<file path="config.mk">
export PLATFORM = sky130hd
export DESIGN_NAME = baccarat_datapath
export DESIGN_NICKNAME = d
export VERILOG_FILES = /design/src/rtl/baccarat_datapath_pkg.sv /design/src/rtl/baccarat_datapath_card7seg.sv /design/src/rtl/baccarat_datapath.sv
export SDC_FILE = /design/constraint.sdc
export NUM_CORES = 1
export LEC_CHECK = 0
export CAP_MARGIN = 20
export CORE_MARGIN = 2
export CORE_UTILIZATION = 58
export CTS_CLUSTER_DIAMETER = 100
export DETAILED_ROUTE_END_ITERATION = 7
export PLACE_DENSITY = 0.85
export SLEW_MARGIN = 20
export SYNTH_ARGS = -nofsm -noshare
export SYNTH_HDL_FRONTEND = slang
export SYNTH_SLANG_ARGS = --single-unit
export TNS_END_PERCENT = 100
</file>
<file path="constraint.sdc">
create_clock -name slow_clock -period 7.63 [get_ports slow_clock]
set_input_delay 1.526 -clock slow_clock [delete_from_list [all_inputs] [get_ports slow_clock]]
set_output_delay 1.526 -clock slow_clock [all_outputs]
set_load 0.03 [all_outputs]
</file>
<file path="src/rtl/baccarat_datapath_pkg.sv">
// Shared definitions for the Baccarat card datapath: card codes,
// active-low seven-segment patterns {g,f,e,d,c,b,a}, and card point value.
package baccarat_datapath_pkg;

  // Card codes
  localparam logic [3:0] CARD_NONE = 4'd0;
  localparam logic [3:0] CARD_ACE  = 4'd1;
  localparam logic [3:0] CARD_10   = 4'd10;
  localparam logic [3:0] CARD_J    = 4'd11;
  localparam logic [3:0] CARD_Q    = 4'd12;
  localparam logic [3:0] CARD_K    = 4'd13;

  // Seven-segment patterns, active low, bit order {g,f,e,d,c,b,a}
  localparam logic [6:0] SEG_BLANK = 7'b1111111;
  localparam logic [6:0] SEG_ACE   = 7'b0001000;
  localparam logic [6:0] SEG_2     = 7'b0100100;
  localparam logic [6:0] SEG_3     = 7'b0110000;
  localparam logic [6:0] SEG_4     = 7'b0011001;
  localparam logic [6:0] SEG_5     = 7'b0010010;
  localparam logic [6:0] SEG_6     = 7'b0000010;
  localparam logic [6:0] SEG_7     = 7'b1111000;
  localparam logic [6:0] SEG_8     = 7'b0000000;
  localparam logic [6:0] SEG_9     = 7'b0010000;
  localparam logic [6:0] SEG_10    = 7'b1000000;
  localparam logic [6:0] SEG_J     = 7'b1100001;
  localparam logic [6:0] SEG_Q     = 7'b0011000;
  localparam logic [6:0] SEG_K     = 7'b0001001;

  // Point value of a card: Ace..9 count face value, everything else counts 0.
  function automatic logic [3:0] card_value(input logic [3:0] card);
    logic [3:0] value;
    if ((card >= CARD_ACE) && (card <= 4'd9)) begin
      value = card;
    end else begin
      value = 4'd0;
    end
    return value;
  endfunction

endpackage

</file>
<file path="src/rtl/baccarat_datapath_card7seg.sv">
// card7seg: decodes a 4-bit card code into an active-low seven-segment
// pattern. No-card and illegal codes (0, 14, 15) blank the display.
module card7seg
  import baccarat_datapath_pkg::*;
(
  input  logic [3:0] card,
  output logic [6:0] seg
);

  // Card code to segment pattern lookup
  always_comb begin
    seg = SEG_BLANK;
    case (card)
      CARD_ACE: seg = SEG_ACE;
      4'd2:     seg = SEG_2;
      4'd3:     seg = SEG_3;
      4'd4:     seg = SEG_4;
      4'd5:     seg = SEG_5;
      4'd6:     seg = SEG_6;
      4'd7:     seg = SEG_7;
      4'd8:     seg = SEG_8;
      4'd9:     seg = SEG_9;
      CARD_10:  seg = SEG_10;
      CARD_J:   seg = SEG_J;
      CARD_Q:   seg = SEG_Q;
      CARD_K:   seg = SEG_K;
      default:  seg = SEG_BLANK;
    endcase
  end

endmodule

</file>
<file path="src/rtl/baccarat_datapath.sv">
// baccarat_datapath: free-running deal counter, six card registers loaded on
// controller strobes, player/banker scores, and six HEX displays.
// Optional feature macro: DATAPATH_DEAL_OVERRIDE_EN adds deal_ovr_valid and
// deal_ovr so a test harness can force the dealt card value.
module baccarat_datapath
  import baccarat_datapath_pkg::*;
(
  input  logic       slow_clock,
  input  logic       resetb,
`ifdef DATAPATH_DEAL_OVERRIDE_EN
  input  logic       deal_ovr_valid,
  input  logic [3:0] deal_ovr,
`endif
  input  logic       load_pcard1,
  input  logic       load_pcard2,
  input  logic       load_pcard3,
  input  logic       load_dcard1,
  input  logic       load_dcard2,
  input  logic       load_dcard3,
  output logic [3:0] pcard3_out,
  output logic [3:0] pscore_out,
  output logic [3:0] dscore_out,
  output logic [6:0] HEX0,
  output logic [6:0] HEX1,
  output logic [6:0] HEX2,
  output logic [6:0] HEX3,
  output logic [6:0] HEX4,
  output logic [6:0] HEX5
);

  logic [3:0] dealcard;
  logic [3:0] load_card;
  logic [3:0] pcard1, pcard2, pcard3;
  logic [3:0] dcard1, dcard2, dcard3;
  logic [4:0] psum, dsum;

`ifdef DATAPATH_DEAL_OVERRIDE_EN
  assign load_card = deal_ovr_valid ? deal_ovr : dealcard;
`else
  assign load_card = dealcard;
`endif

  // Deal counter cycles Ace..King continuously, never holding 0/14/15
  always_ff @(posedge slow_clock or negedge resetb) begin
    if (!resetb) begin
      dealcard <= CARD_ACE;
    end else if (dealcard == CARD_K) begin
      dealcard <= CARD_ACE;
    end else begin
      dealcard <= dealcard + 4'd1;
    end
  end

  // Card registers capture the dealt value while their strobe is high
  always_ff @(posedge slow_clock or negedge resetb) begin
    if (!resetb) begin
      pcard1 <= CARD_NONE;
      pcard2 <= CARD_NONE;
      pcard3 <= CARD_NONE;
      dcard1 <= CARD_NONE;
      dcard2 <= CARD_NONE;
      dcard3 <= CARD_NONE;
    end else begin
      if (load_pcard1) pcard1 <= load_card;
      if (load_pcard2) pcard2 <= load_card;
      if (load_pcard3) pcard3 <= load_card;
      if (load_dcard1) dcard1 <= load_card;
      if (load_dcard2) dcard2 <= load_card;
      if (load_dcard3) dcard3 <= load_card;
    end
  end

  // Hand sums; three values of at most 9 fit in 5 bits
  assign psum = {1'b0, card_value(pcard1)} + {1'b0, card_value(pcard2)}
              + {1'b0, card_value(pcard3)};
  assign dsum = {1'b0, card_value(dcard1)} + {1'b0, card_value(dcard2)}
              + {1'b0, card_value(dcard3)};

  // Scores are the hand sums mod 10 (sum is at most 27)
  always_comb begin
    pscore_out = 4'd0;
    dscore_out = 4'd0;
    if (psum >= 5'd20) begin
      pscore_out = 4'(psum - 5'd20);
    end else if (psum >= 5'd10) begin
      pscore_out = 4'(psum - 5'd10);
    end else begin
      pscore_out = psum[3:0];
    end
    if (dsum >= 5'd20) begin
      dscore_out = 4'(dsum - 5'd20);
    end else if (dsum >= 5'd10) begin
      dscore_out = 4'(dsum - 5'd10);
    end else begin
      dscore_out = dsum[3:0];
    end
  end

  assign pcard3_out = pcard3;

  card7seg u_hex0 (.card(pcard1), .seg(HEX0));
  card7seg u_hex1 (.card(pcard2), .seg(HEX1));
  card7seg u_hex2 (.card(pcard3), .seg(HEX2));
  card7seg u_hex3 (.card(dcard1), .seg(HEX3));
  card7seg u_hex4 (.card(dcard2), .seg(HEX4));
  card7seg u_hex5 (.card(dcard3), .seg(HEX5));

endmodule

</file>
# Word level (Yosys, flattened, before mapping)
# Memories as Yosys holds them, arrays and structs flattened.
# Index checks and enable logic that the tools add are counted.
word_totals:
  register_bits: 28
  rom_bits: 672
  in_bits: 8
  out_inout_bits: 54
  mem_count: 6
op_classes:
  add_sub_neg: 9
  n_lt_le_gt_ge: 16
  n_eq_ne: 1
  mux: 11
  n_reduce_logical: 6
mem_list:
  columns: ["memory", "words", "width", "rd", "rd_ports_with_merged_regs", "write_ports", "line_no", "rtl"]
  rows:
  - ["(name not given)", 16, 7, 1, 0, 0, "baccarat_datapath_card7seg.sv:13", "case (card)"]
  - ["(name not given)", 16, 7, 1, 0, 0, "baccarat_datapath_card7seg.sv:13", null]
  - ["(name not given)", 16, 7, 1, 0, 0, "baccarat_datapath_card7seg.sv:13", null]
  - ["(name not given)", 16, 7, 1, 0, 0, "baccarat_datapath_card7seg.sv:13", null]
  - ["(name not given)", 16, 7, 1, 0, 0, "baccarat_datapath_card7seg.sv:13", null]
  - ["(name not given)", 16, 7, 1, 0, 0, "baccarat_datapath_card7seg.sv:13", null]
ops:
  columns: ["cell", "count"]
  rows:
  - ["$mux 4", 11]
  - ["$ge 4x1->1 const B", 6]
  - ["$le 4x4->1 const B", 6]
  - ["$add 4x4->5", 2]
  - ["$add 5x4->5", 2]
  - ["$ge 5x4->1 const B", 2]
  - ["$ge 5x5->1 const B", 2]
  - ["$sub 4x3->4 const B", 2]
  - ["$sub 4x4->4 const B", 2]
  - ["$logic_and 1x1->1", 6]
  - ["$add 4x1->4 const B", 1]
  - ["$eq 4x4->1 const B", 1]

# Logic depth before layout (Yosys ltp)
logic_depth:
  depth_word: 8
  ltp_mapped: 16

# Modules after synthesis
# A second synthesis with hierarchy kept.
unflattened:
  cells_unflattened: 374
  hier_area_um2: 3520.9
by_module_without_submodules:
  columns: ["mod", "n_inst", "cells_per_inst", "area_per_inst_um2"]
  rows:
  - ["baccarat_datapath", 1, 174, 1931.9]
  - ["card7seg (u_hex2 ...)", 4, 33, 256.5]
  - ["card7seg (u_hex0 ...)", 2, 34, 281.5]

# Worst setup path before layout
# OpenSTA, ideal clock, no wires.
synth_path:
  path_kind: "reg-to-output"
  start: "register pcard3[1] (netlist: pcard3_out[1])"
  end: "output port pscore_out[1]"
  arrival_time_ns: 4.004
  required_ns: 6.104
  slack_ns: 2.100
  path_stages_with_launch: 16
  n_path_buf: 0
  path_cell_list: "dfrtp_1 inv_1 ha_1 nor4b_1 nor2_1 and2_1 fa_1 ha_1 fa_1 xor2_1 inv_1 ha_1 nor3b_1 or4_1 a211o_1 o211ai_2"
synth_via:
  elab_chain_cells: 7
  elab_cells_between_ends: 11
  classes_between: "add/sub (3); order compare (4); mux (3); reduce/logical (1)"
synth_lines:
  columns: ["item", "line_no", "rtl"]
  rows:
  - ["from (decl)", "baccarat_datapath.sv:33", "logic [3:0] pcard1, pcard2, pcard3;"]
  - ["from (signal assigned)", "baccarat_datapath.sv:66", "if (load_pcard3) pcard3 <= load_card;"]
  - ["$ge 4x1->1 / $le 4x4->1 (equally long branches)", "baccarat_datapath_pkg.sv:32", "if ((card >= CARD_ACE) && (card <= 4'd9)) begin"]
  - ["$logic_and 1x1->1", "baccarat_datapath_pkg.sv:32", null]
  - ["$mux 4 *", "baccarat_datapath_pkg.sv:32", null]
  - ["$add 5x4->5 *", "baccarat_datapath.sv:75", "+ {1'b0, card_value(pcard3)};"]
  - ["$sub 4x4->4 / $ge 5x4->1 (equally long branches)", "baccarat_datapath.sv:86, baccarat_datapath.sv:85", null]
  - ["$mux 4", "baccarat_datapath.sv:85", "end else if (psum >= 5'd10) begin"]
  - ["$mux 4 *", "baccarat_datapath.sv:83", "if (psum >= 5'd20) begin"]
  - ["to (decl)", "baccarat_datapath.sv:21", "output logic [3:0] pscore_out,"]
# Mark *: on every way between the ends. The rest lies on a longest branch, timed or not.

# Worst setup path after layout
layout_path:
  start: "register dcard1[1]"
  end: "output port dscore_out[1]"
layout_via:
  elab_chain_cells: 8
  elab_cells_between_ends: 12
  classes_between: "add/sub (4); order compare (4); mux (3); reduce/logical (1)"
layout_lines:
  columns: ["item", "line_no", "rtl"]
  rows:
  - ["from (decl)", "baccarat_datapath.sv:34", "logic [3:0] dcard1, dcard2, dcard3;"]
  - ["from (signal assigned)", "baccarat_datapath.sv:67", "if (load_dcard1) dcard1 <= load_card;"]
  - ["$ge 4x1->1 / $le 4x4->1 (equally long branches)", "baccarat_datapath_pkg.sv:32", null]
  - ["$logic_and 1x1->1", "baccarat_datapath_pkg.sv:32", null]
  - ["$mux 4 *", "baccarat_datapath_pkg.sv:32", null]
  - ["$add 4x4->5 *", "baccarat_datapath.sv:76", "assign dsum = {1'b0, card_value(dcard1)} + {1'b0, card_value(dcard2)}"]
  - ["$add 5x4->5 *", "baccarat_datapath.sv:77", "+ {1'b0, card_value(dcard3)};"]
  - ["$sub 4x4->4 / $ge 5x4->1 (equally long branches)", "baccarat_datapath.sv:93, baccarat_datapath.sv:92", null]
  - ["$mux 4", "baccarat_datapath.sv:92", "end else if (dsum >= 5'd10) begin"]
  - ["$mux 4 *", "baccarat_datapath.sv:90", "if (dsum >= 5'd20) begin"]
  - ["to (decl)", "baccarat_datapath.sv:22", "output logic [3:0] dscore_out,"]
# Marked as above.

==> results.txt <==
status -> complete, no violations
worst slack, placed -> 1.32 ns
Worst setup EP type -> output pin
Vias -> 3,070
Post-Syn Instances -> 424
Post-CTS Setup Bufs -> 0
fin nets -> 531
Slew Limit Fails -> 0
initial antenna violation count -> 0
hpwl dp -> 5.59 mm
layout cell share with drive strength beyond 1 -> 0.0426
vias in the first global route -> 2,802
PwrDens -> 176 nW/µm²
CP Data Arrival Time -> 5.13 ns
mapped cell area -> 3280 µm²
post-synth cell types -> 43
critical path class -> reg2out
startpoint class of the critical path -> flip-flop
worst hold path depth -> 1
Port Buffer Count -> 61
die boundary width -> 79.2 µm
die height -> 79.2 µm
CTS tree -> yes
ys async rst share -> 1.00
Core Area -> 5470 µm²
# rows -> 27
Mapped Nets -> 484
GRT Util Overall -> 0.239
post-detailed-route count of antenna-violating nets -> 0
CTS Buf Count -> 3
Post-synth EDFFs -> 0
I/O pins -> 62
Fill cells -> 435
hold_buf cts -> 0
Clock Skew -> 0.00533 ns
Peak Freq -> 0.150 GHz
first-pass GRT wire length -> 12.4 mm
leakage -> 1.78 nW
Syn-to-layout area delta -> 21.5%
total gr overflow -> 0
via density per instance -> 5.66
setup TNS -> 0 ns
peak supply drop -> 0.157 mV
Ys Warns -> 0
Final WS setup -> 0.971 ns
top post-synthesis cells by area -> dfrtp_1, ha_1, o21ai_0
final core area utilization -> 0.728
top-area cell type share of the netlist area -> 0.206
final hold viol count -> 0
die area -> 6270 µm²
main flop type after synthesis -> dfrtp_1
Root Buffer -> clkbuf_8
transition time of the tightest slew-check pin -> 0.502 ns
Ant. Diodes -> 0
H-tree lvl count -> 1
routed len/inst -> 13.4 µm
sequential-to-total area share from yosys stat -> 0.214
Sink Count -> 28
data required time at the worst endpoint -> 6.10 ns
RSZ-0062 raised after global routing -> no
clock latency on the worst-skew pair -> 0.27 ns
crit path max fanout -> 8
hold_ws -> 0.567 ns
largest net degree at the start of global routing -> 29
post-synth top area cell -> dfrtp_1
CTS clk-pin slew, worst paths -> 0.09 ns
clk buf depth -> 2
Routed WL -> 7.29 mm
Max Cap Viol -> 0
worst hold path class -> reg2reg
1st-pass router iterations -> 4
Mean Syn Cell Area -> 7.74 µm²
Tmin final -> 6.66 ns
post-CTS sizing -> 0
drt first-iter violations -> 114
Reg2Reg Depth -> 1
final setup vio count -> 0
worst rel slew slack -> 0.665
fin crit share -> 0.873
Placer Congestion -> 0.874
Starting Density -> 0.599
Post-route DRC -> 0
Yosys reg bits -> 28
-- cell families (layout without fill, tap and decap cells) --
group,count (synthesis),in the layout,synth area share
compound gates,121,121,0.217
xor+xnor,3,3,0.00801
fa+ha+maj,52,52,0.221
buf+inv,50,96,0.0572
flops,28,28,0.214
mux,25,25,0.0809
simple gates,145,145,0.201
-- stage by stage --
stage	cell area (µm²)	std cells	total power [W]
after floorplan	3280	424	0.000454
after global placement	3910	538	0.000576
after detailed placement	3910	538	0.000589
after CTS	3990	542	0.000704
after global routing	3990	542	0.000750
final	3990	542	0.000702
-- state kept, by name (all words and copies together) (netlist names) --
signal      flops
dcard3          4
pcard1          4
dealcard        4
pcard2          4
dcard1          4
dcard2          4
pcard3_out      4
-- final timing paths --
kind	start	endpoint	slack [ns]
min	dealcard[0]	dealcard[0]	0.57
min reg2reg	dealcard[0]	dealcard[0]	0.57
max	dcard1[1]	dscore_out[1]	0.97
max reg2reg	dealcard[0]	dealcard[1]	6.50
min in group asynchronous	resetb	dcard2[3]	1.61
max in group asynchronous	resetb	dealcard[0]	5.72
-- layout by cell type, fill, tap and decap left out, types with 8 or more instances in the layout --
cell / netlist / layout
ha_1: 42 / 42
nand2_1: 47 / 47
inv_1: 30 / 30
clkdlybuf4s50_1: 0 / 61
nor2b_1: 8 / 8
and2_1: 8 / 8
mux2i_1: 13 / 13
mux2_2: 12 / 12
dfrtp_1: 27 / 27
nor2_1: 53 / 53
nand2b_1: 10 / 10
a21oi_1: 32 / 32
o21ai_0: 54 / 54
fa_1: 10 / 10
-- final cells by class --
type | instances | area (µm²) | share of cell area
Sequential cell | 28 | 702 | 0.176
Inverter | 30 | 113 | 0.0283
Timing Repair Buffer | 62 | 618 | 0.155
Multi-Input combinational cell | 346 | 2390 | 0.600
Tap cell | 72 | 90.1 | 0.0226
Clock buffer | 3 | 41.3 | 0.0104
Clock inverter | 1 | 30.0 | 0.00754
-- synthesized netlist by cell type (3+ instances only) --
cell	n
o21ai_0	54
nor2_1	53
nand2_1	47
ha_1	42
a21oi_1	32
inv_1	30
dfrtp_1	27
clkbuf_1	19
mux2i_1	13
mux2_2	12
fa_1	10
nand2b_1	10
and2_1	8
nor2b_1	8
nand3_1	6
o31ai_1	6
a211oi_1	4
a221oi_1	3
nor3b_1	3
o211ai_1	3
xor2_1	3
-- per-layer routing --
metal / vias up / track usage / wire length (µm) / part of all wire
met5: - / 0 / 0 / 0
li1: 1549 / - / - / -
met2: 70 / 0.431 / 3680 / 0.50
met3: 8 / 0.0284 / 255 / 0.035
met4: 0 / 0.0345 / 48 / 0.0066
met1: 1443 / 0.314 / 3310 / 0.45
-- critical path, cell delays in order, from the launching register on --
cell             delay, ns
dfrtp_1               0.48
inv_1                 0.15
ha_1                  0.25
nor4b_1               0.30
a21oi_1               0.09
and2_1                0.20
fa_1                  0.49
ha_1                  0.24
fa_1                  0.38
xor2_1                0.35
inv_1                 0.11
ha_1                  0.19
nor3b_1               0.14
or4_1                 0.40
a211o_1               0.30
o211ai_1              0.08
clkdlybuf4s50_1       0.69
-- power breakdown --
part	leakage (nW)	total, W	switching, W	internal (W)
combinational	1.41	0.000410	0.000236	0.000174
clock	0.0357	0.000115	0.0000449	0.0000703
sequential	0.334	0.000176	0.0000209	0.000155
total	1.78	0.000702	0.000302	0.000400
No activity file was read; power rests on OpenSTA's default activity.
